### config.mk
export PLATFORM = sky130hd
export DESIGN_NAME = coin_acceptor
export DESIGN_NICKNAME = d
export VERILOG_FILES = /design/src/rtl/coin_acceptor_pkg.sv /design/src/rtl/coin_debounce.sv /design/src/rtl/coin_acceptor.sv
export SDC_FILE = /design/constraint.sdc
export NUM_CORES = 1
export LEC_CHECK = 0
export CAP_MARGIN = 10
export CORE_MARGIN = 2
export CORE_UTILIZATION = 45
export DETAILED_ROUTE_END_ITERATION = 16
export PLACE_DENSITY = 0.68
export SYNTH_ARGS = -nofsm -noshare
export SYNTH_HDL_FRONTEND = slang
export SYNTH_SLANG_ARGS = --single-unit
### constraint.sdc
create_clock -name clk50m -period 3.1 [get_ports clk50m]
set_input_delay 0.465 -clock clk50m [delete_from_list [all_inputs] [get_ports clk50m]]
set_output_delay 0.465 -clock clk50m [all_outputs]
set_load 0.05 [all_outputs]
### src/rtl/coin_acceptor_pkg.sv
// coin_acceptor_pkg
//   Shared types and constants for the coin acceptor front end.
//   - state_t   : acceptor FSM states (2 bits)
//   - COIN_W    : number of coin slots
//   - COIN_0..3 : one-hot codes presented on coin_out
//   - is_onehot : true when exactly one slot bit is set
package coin_acceptor_pkg;

  localparam int COIN_W = 4;

  typedef enum logic [1:0] {
    IDLE     = 2'd0,
    STROBE   = 2'd1,
    WAIT_REL = 2'd2,
    LOCKOUT  = 2'd3
  } state_t;

  localparam logic [COIN_W-1:0] COIN_0 = 4'b0001;
  localparam logic [COIN_W-1:0] COIN_1 = 4'b0010;
  localparam logic [COIN_W-1:0] COIN_2 = 4'b0100;
  localparam logic [COIN_W-1:0] COIN_3 = 4'b1000;

  function automatic logic is_onehot(input logic [COIN_W-1:0] v);
    return $onehot(v);
  endfunction

endpackage

### src/rtl/coin_debounce.sv
// coin_debounce
//   One slot channel: 2-FF synchroniser followed by a stability counter.
//   The debounced level only follows the synchronised input once the two
//   have disagreed for DEB_CYCLES consecutive cycles; a single cycle of
//   agreement restarts the count.
// Ports:
//   clk50m : clock
//   res    : synchronous reset, active-high
//   raw    : asynchronous switch input
//   deb    : debounced level
module coin_debounce #(
  parameter int DEB_CYCLES = 500000
) (
  input  logic clk50m,
  input  logic res,
  input  logic raw,
  output logic deb
);

  localparam int CNT_W = $clog2(DEB_CYCLES);
  localparam logic [CNT_W-1:0] CNT_MAX = CNT_W'(DEB_CYCLES - 1);

  logic             sync1;
  logic             sync2;
  logic [CNT_W-1:0] cnt;

  always_ff @(posedge clk50m) begin
    if (res) begin
      sync1 <= 1'b0;
      sync2 <= 1'b0;
      cnt   <= '0;
      deb   <= 1'b0;
    end else begin
      sync1 <= raw;
      sync2 <= sync1;
      if (sync2 == deb) begin
        cnt <= '0;
      end else if (cnt == CNT_MAX) begin
        // DEB_CYCLES-th consecutive disagreeing cycle: commit new level
        deb <= sync2;
        cnt <= '0;
      end else begin
        cnt <= cnt + 1'b1;
      end
    end
  end

endmodule

### src/rtl/coin_acceptor.sv
// coin_acceptor
//   Front end for the vending-machine core. Debounces four coin slots,
//   accepts exactly one coin per insertion and rejects multi-coin or
//   stuck-slot insertions.
// Ports:
//   clk50m   : sole clock, 50 MHz
//   res      : synchronous reset, active-high
//   coin_raw : raw slot switches, bit i = coin type i
//   coin_out : one-hot code of last accepted coin, held
//   coin_stb : one-cycle pulse, coin_out newly valid
//   coin_err : one-cycle pulse, insertion rejected
//   busy     : high whenever the FSM is not in IDLE
//   tally    : (only with COIN_ACCEPTOR_TALLY_EN) four saturating 8-bit
//              per-type accepted-coin counters, field i = type i
// Build option: define COIN_ACCEPTOR_TALLY_EN to add the tally port.
//
// Handshake: coin_stb is a one-cycle valid with no ready; coin_out is
// stable from the cycle before coin_stb until the next acceptance.
module coin_acceptor
  import coin_acceptor_pkg::*;
#(
  parameter int DEB_CYCLES     = 500000,
  parameter int LOCKOUT_CYCLES = 250000
) (
  input  logic              clk50m,
  input  logic              res,
  input  logic [COIN_W-1:0] coin_raw,
  output logic [COIN_W-1:0] coin_out,
  output logic              coin_stb,
  output logic              coin_err,
  output logic              busy
`ifdef COIN_ACCEPTOR_TALLY_EN
  ,
  output logic [31:0]       tally
`endif
);

  localparam int LOCK_W = (LOCKOUT_CYCLES > 1) ? $clog2(LOCKOUT_CYCLES) : 1;
  localparam logic [LOCK_W-1:0] LOCK_MAX = LOCK_W'(LOCKOUT_CYCLES - 1);

  logic [COIN_W-1:0] deb;
  logic [COIN_W-1:0] deb_q;
  logic [COIN_W-1:0] rise;
  logic [LOCK_W-1:0] lock_cnt;

  state_t state;
  state_t state_n;
  logic   accept;
  logic   err_d;
  logic   lock_load;

  for (genvar i = 0; i < COIN_W; i++) begin : g_deb
    coin_debounce #(
      .DEB_CYCLES(DEB_CYCLES)
    ) u_deb (
      .clk50m(clk50m),
      .res   (res),
      .raw   (coin_raw[i]),
      .deb   (deb[i])
    );
  end

  assign rise = deb & ~deb_q;
  assign busy = (state != IDLE);

  always_comb begin
    state_n   = state;
    accept    = 1'b0;
    err_d     = 1'b0;
    lock_load = 1'b0;
    case (state)
      IDLE: begin
        if (rise != '0) begin
          // Accept only a single coin with no other slot already held
          if (is_onehot(rise) && (deb == rise)) begin
            accept  = 1'b1;
            state_n = STROBE;
          end else begin
            err_d   = 1'b1;
            state_n = WAIT_REL;
          end
        end else if (deb != '0) begin
          // Slot still held after lockout: treat as stuck
          err_d   = 1'b1;
          state_n = WAIT_REL;
        end
      end
      STROBE: begin
        state_n = WAIT_REL;
      end
      WAIT_REL: begin
        if (deb == '0) begin
          lock_load = 1'b1;
          state_n   = LOCKOUT;
        end
      end
      LOCKOUT: begin
        if (lock_cnt == '0) begin
          state_n = IDLE;
        end
      end
      default: begin
        state_n = IDLE;
      end
    endcase
  end

  always_ff @(posedge clk50m) begin
    if (res) begin
      state    <= IDLE;
      deb_q    <= '0;
      coin_out <= '0;
      coin_stb <= 1'b0;
      coin_err <= 1'b0;
      lock_cnt <= '0;
    end else begin
      state    <= state_n;
      deb_q    <= deb;
      coin_stb <= (state == STROBE);
      coin_err <= err_d;
      if (accept) begin
        coin_out <= rise;
      end
      // Loaded with N-1 so LOCKOUT spans exactly LOCKOUT_CYCLES cycles
      if (lock_load) begin
        lock_cnt <= LOCK_MAX;
      end else if ((state == LOCKOUT) && (lock_cnt != '0)) begin
        lock_cnt <= lock_cnt - 1'b1;
      end
    end
  end

`ifdef COIN_ACCEPTOR_TALLY_EN
  // Counts on the same edge that raises coin_stb; saturates at 255
  always_ff @(posedge clk50m) begin
    if (res) begin
      tally <= '0;
    end else if (state == STROBE) begin
      for (int i = 0; i < COIN_W; i++) begin
        if (coin_out[i] && (tally[8*i +: 8] != 8'hFF)) begin
          tally[8*i +: 8] <= tally[8*i +: 8] + 8'd1;
        end
      end
    end
  end
`endif

endmodule

Yosys cells after proc, flatten, opt, wreduce, memory -nomap -nowiden
Cells that the tools add are included.
{"block": "word_totals", "reg_bits": 118, "inputBits": 6}
{"block": "classes", "addsub": 8, "n_eq_ne": 16, "mux": 16, "bitwise_logic": 7, "reduce_logical": 21}
{"cell": "19-bit by 1-bit adder with 19-bit output, second input constant", "count": 4}
{"cell": "19-bit == test, second input constant", "count": 4}
{"cell": "18-bit 2-to-1 mux", "count": 2}
{"cell": "18-bit logical NOT", "count": 1}
{"cell": "18-bit nonzero test", "count": 1}
{"cell": "18-bit by 1-bit subtractor with 18-bit output, second input constant", "count": 1}
{"cell": "3-bit OR reduction", "count": 4}
{"cell": "2-bit 2-to-1 mux", "count": 5}
{"cell": "1-bit 2-to-1 mux", "count": 8}
{"cell": "2-bit case mux with 4 select lines", "count": 1}
{"cell": "2-bit AND reduction", "count": 4}
{"cell": "4-bit nonzero test", "count": 2}
{"cell": "1-bit inverter", "count": 5}
{"cell": "1-bit by 1-bit adder with 2-bit output", "count": 2}
{"cell": "4-bit AND", "count": 1}
{"cell": "1-bit == test", "count": 4}
{"cell": "2-bit == test, second input constant", "count": 2}
{"cell": "4-bit == test", "count": 1}
{"cell": "4-bit logical NOT", "count": 1}
{"cell": "2-bit inequality test, second input constant", "count": 2}
{"cell": "4-bit inverter", "count": 1}
{"cell": "2-bit nonzero test", "count": 2}
{"cell": "2-bit OR reduction", "count": 2}
{"cell": "2-bit by 2-bit adder with 3-bit output", "count": 1}
{"cell": "6 further kinds", "count": 7}

Longest topological paths before layout
{"block": "depth", "ltp_word": 9, "ltp_mapped": 10, "depth_no_buf": 10}

Cells and area by module
Synthesis repeated with hierarchy kept, for this count alone.
{"block": "unflattened", "cells_unflattened": 606, "hier_area_um2": 5530.3}
{"mod": "coin_debounce", "n_inst": 4, "cells_per_inst": 109, "area_each_um2": 984.7, "seq_area_each_um2": 440.4}
{"mod": "coin_acceptor", "n_inst": 1, "cells_per_inst": 170, "area_each_um2": 1591.5, "seq_area_each_um2": 600.6}

Worst setup path before layout
OpenSTA, ideal clock, no wires.
{"block": "synth_path", "kind": "register -> register", "startpoint": "register g_deb[3].u_deb.deb", "endpoint": "register state[0]", "setup_time_ns": 0.121, "arrival_ns": 2.291, "t_required_ns": 2.979, "path_slack_ns": 0.687, "stages_incl_launch_ff": 10, "n_path_buf": 0, "period_less_slack_ns": 2.413, "path_cell_list": "dfxtp_1 nor2b_1 fa_1 ha_1 ha_1 nor2_1 and4_1 nand3_1 a21oi_1 mux2_4"}
{"block": "synth_via", "elab_chain_cells": 8}
{"element": "start, declared", "line_no": "coin_debounce.sv:17", "rtl": "output logic deb"}
{"element": "start signal, assigned", "line_no": "coin_debounce.sv:40", "rtl": "deb <= sync2;"}
{"element": "4-bit AND (*)", "line_no": "coin_acceptor.sv:63", "rtl": "assign rise = deb & ~deb_q;"}
{"element": "net rise[3]", "line_no": "coin_acceptor.sv:43", "rtl": "logic [COIN_W-1:0] rise;"}
{"element": "1-bit by 1-bit adder with 2-bit output (not written as such)", "line_no": "coin_acceptor_pkg.sv:24", "rtl": "return $onehot(v);"}
{"element": "2-bit by 2-bit adder with 3-bit output (not written as such)", "line_no": "coin_acceptor_pkg.sv:24"}
{"element": "3-bit by 1-bit == test with 1-bit output", "line_no": "coin_acceptor_pkg.sv:24"}
{"element": "1-bit logical AND", "line_no": "coin_acceptor.sv:75", "rtl": "if (is_onehot(rise) && (deb == rise)) begin"}
{"element": "2-bit 2-to-1 mux", "line_no": "coin_acceptor.sv:75"}
{"element": "2-bit 2-to-1 mux", "line_no": "coin_acceptor.sv:73", "rtl": "if (rise != '0) begin"}
{"element": "2-bit case mux with 4 select lines", "line_no": "coin_acceptor.sv:71", "rtl": "case (state)"}
{"element": "end signal, assigned", "line_no": "coin_acceptor.sv:117", "rtl": "state <= state_n;"}
{"element": "end, declared", "line_no": "coin_acceptor.sv:46", "rtl": "state_t state;"}
The timed path passes the listed nets; every way through them passes the cells marked *.
A chain may end at the register's enable or synchronous reset.

Worst setup path after layout
Same ends and word-level chain as after synthesis.

==> summary.txt <==
Status
  – Status: finished, final reports clean

STA
  – Actual slew at the worst max-slew pin: 0.675 ns
  – Fin. Hold Viols: 0
  – Final count of negative-setup-slack endpoints: 0
  – Fin Setup TNS: 0 ns
  – Fmax: 374 MHz
  – Final Cycle Share: 86.2%
  – Unrepaired setup endpoints after global routing: false
  – Clock skew: 0.00578 ns
  – Max Slew Vio Count: 0
  – Normalized max-slew margin: 54.7%
  – Min Tclk post-route: 2.67 ns

Clock tree
  – Clk_lat worst skew: 0.41 ns
  – CTS sink count: 118
  – Post-CTS setup buffer count: 0
  – CTS max path bufs: 2
  – Max H-tree Level: 4
  – CTS tree: done
  – Clock-pin slew on the worst setup and hold paths: 0.05 ns
  – Resized Gates After CTS: 0
  – Total CTS buffers: 17
  – CTS Root Cell: clkbuf_16
  – Hold buffers post-CTS: 0

Synth
  – Post-synth EDFFs: 0
  – Post-synthesis sequential area ratio: 45.6%
  – Async set or reset register ratio after synthesis: 0%
  – Mapped Avg Cell Area: 9.08 um2
  – Mapped Cells: 571
  – Synth cell types: 50
  – Number of register bits inferred by synthesis: 118
  – Warnings from Yosys: 0
  – Synth Flop Type: dfxtp_1
  – Post-synth design cell area: 5180 um2
  – Syn nets: 591

Setup path
  – Crit path kind: flip-flop to flip-flop
  – Worst Path Max Fanout: 6
  – Crit start category: flip-flop
  – R2R Path Start: g_deb[3].u_deb.deb$_SDFFE_PP0P_
  – Crit path DAT: 3.03 ns
  – Data required, critical path: 3.46 ns
  – Type of element capturing the critical path: flip-flop
  – Worst Setup SP: g_deb[3].u_deb.deb$_SDFFE_PP0P_

Route
  – DRC viols: 0
  – Overall routed net length: 9.13 mm
  – Vias per Instance: 5.12
  – Post-DR wirelength/cell: 12.2 um
  – Via count: 3817
  – Post-route ant nets: 0
  – Starting DRT DRC Count: 173
  – DR pass1 iterations: 4

Placed design
  – DP Wirelength: 6.28 mm
  – Port Buffer Count: 12
  – Gpl congestion: 0.823

Layout
  – Most common library cell in the layout ignoring fill and taps: dfxtp_1
  – Layout overhead on the synthesized area: 16.7%
  – Area of the multi-input gates: 2700 um2
  – Fraction of layout cells with a size suffix above 1: 7.81%
  – FF/Latch Area: 2360 um2
  – # diodes: 0
  – Most frequent cells in the layout: dfxtp_1, nor2_1, xor2_1, nand2_1, nand3_1
  – Nets: 609
  – Layout fillers: 1035

Global routing
  – Initial antenna violation count: 0
  – Gr ovfl total: 0
  – Largest net degree at the start of global routing: 34
  – Vias in the first global route: 3724
  – First-pass GRT wire length: 16.4 mm
  – Tot GR Track Use: 16.0%

Power and ir drop
  – Cell area power density: 699 nW/um2
  – Max rail drop VDD: 0.000407 V
  – Overall power: 4.23 mW
  – Leakage Power: 2.13 nW

Die
  – Std cell rows: 39
  – IO Pins: 13
  – Starting Density: 45.8%
  – Core ar.: 11300 um2
  – DIE AREA: 12400 um2
  – Chip width: 111 um
  – Die Span Y: 111 um

Worst hold path
  – Hold Crit Start: g_deb[2].u_deb.sync1$_SDFF_PP0_
  – HP Class: flip-flop to flip-flop

Run
  – Max_cap viols: 0
[cell families (layout without fill, tap and decap cells)]
logic type               after synthesis  after routing  synth area share [%]
AO/OA/AOI/OAI                         26             26                  3.62
XOR/XNOR                              87             87                  14.7
adder cells (fa/ha/maj)               14             14                  3.52
buffers and inverters                 29             60                  2.41
flip-flops                           118            118                  45.6
multiplexers                          10             10                  2.05
AND/OR/NAND/NOR                      287            287                  28.1
[path summary, 6_finish.rpt]
kind | end | slack, ns | cells past startpoint
worst max-delay path | state[0]$_SDFFE_PP0P_ | 0.43 | 9
worst min-delay path | g_deb[2].u_deb.sync2$_SDFF_PP0_ | 0.43 | 1
worst max register to register | state[0]$_SDFFE_PP0P_ | 0.43 | 9
worst min register to register | g_deb[2].u_deb.sync2$_SDFF_PP0_ | 0.43 | 1
[layout make-up]
cell class	instances	share of cell area, %
inverters	15	0.931
multi-input cells	424	44.6
well taps	143	2.96
clock inverters	8	1.94
flip-flops and latches	118	39.0
repair buffers	13	2.11
clock buffers	24	8.46
[routing by layer]
metal / vias up / wire [um] / GRT usage [%]
li1: 1968 / - / -
met1: 1788 / 4470 / 20.0
met2: 45 / 4170 / 24.9
met3: 16 / 299 / 4.70
met4: 0 / 183 / 8.48
met5: - / 0 / 0
[power breakdown]
group | switching, mW | internal, mW
clock | 0.650 | 1.39
combinational | 0.349 | 0.191
sequential | 0.0668 | 1.59
[worst max-delay path, stage by stage (launching register included)]
cell and delay (ns):
dfxtp_1 0.41, nor2b_1 0.30, fa_1 0.47, ha_1 0.21, ha_1 0.27, nor2_1 0.09, and4_1 0.26, nand3_1 0.24
a21oi_1 0.21, mux2_4 0.16
[stage by stage]
stage | worst slack [ns] | util (%) | hold slack (ns) | instance area (um2) | instances
5_1_grt | 0.257 | 53.4 | 0.462 | 6050 | 745
4_1_cts | 0.434 | 53.4 | 0.439 | 6050 | 745
2_1_floorplan | 0.687 | - | 0.414 | 5180 | 571
3_5_place_dp | 0.458 | 47.9 | 0.427 | 5420 | 713
6_report | 0.427 | 53.4 | 0.433 | 6050 | 745
3_3_place_gp | 0.557 | 47.9 | 0.421 | 5420 | 713
[cells in the mapped netlist, drive strengths merged (2+ instances only)]
| cell | number | area (um2) |
|---|---|---|
| or3b | 2 | 17.5 |
| and4 | 12 | 105 |
| buf | 7 | 42.5 |
| nor2b | 16 | 100 |
| inv | 14 | 52.6 |
| or2 | 3 | 18.8 |
| nor3 | 11 | 55.1 |
| xor2 | 56 | 490 |
| mux2i | 8 | 80.1 |
| nand4 | 17 | 106 |
| nand3 | 36 | 185 |
| nor2 | 112 | 420 |
| a21oi | 14 | 70.1 |
| mux2 | 2 | 26.3 |
| or4 | 3 | 26.3 |
| a211oi | 3 | 22.5 |
| ha | 13 | 163 |
| and3 | 9 | 56.3 |
| nand4b | 3 | 32.5 |
| nand2 | 39 | 146 |
| a22oi | 2 | 15.0 |
| and2 | 4 | 25.0 |
| xnor2 | 31 | 272 |
| nand2b | 2 | 12.5 |
| nor4 | 8 | 56.3 |
| dfxtp | 118 | 2360 |
| nor4b | 4 | 41.3 |
| clkbuf | 7 | 26.3 |
[registers in the layout, summed over array words and instances, names as in the netlist]
signal,flops
g_deb.u_deb.sync2,4
coin_out,4
coin_stb,1
g_deb.u_deb.cnt,76
deb_q,4
g_deb.u_deb.deb,4
state,2
lock_cnt,18
g_deb.u_deb.sync1,4
coin_err,1
Note: power is estimated with default switching activity, not from simulation.
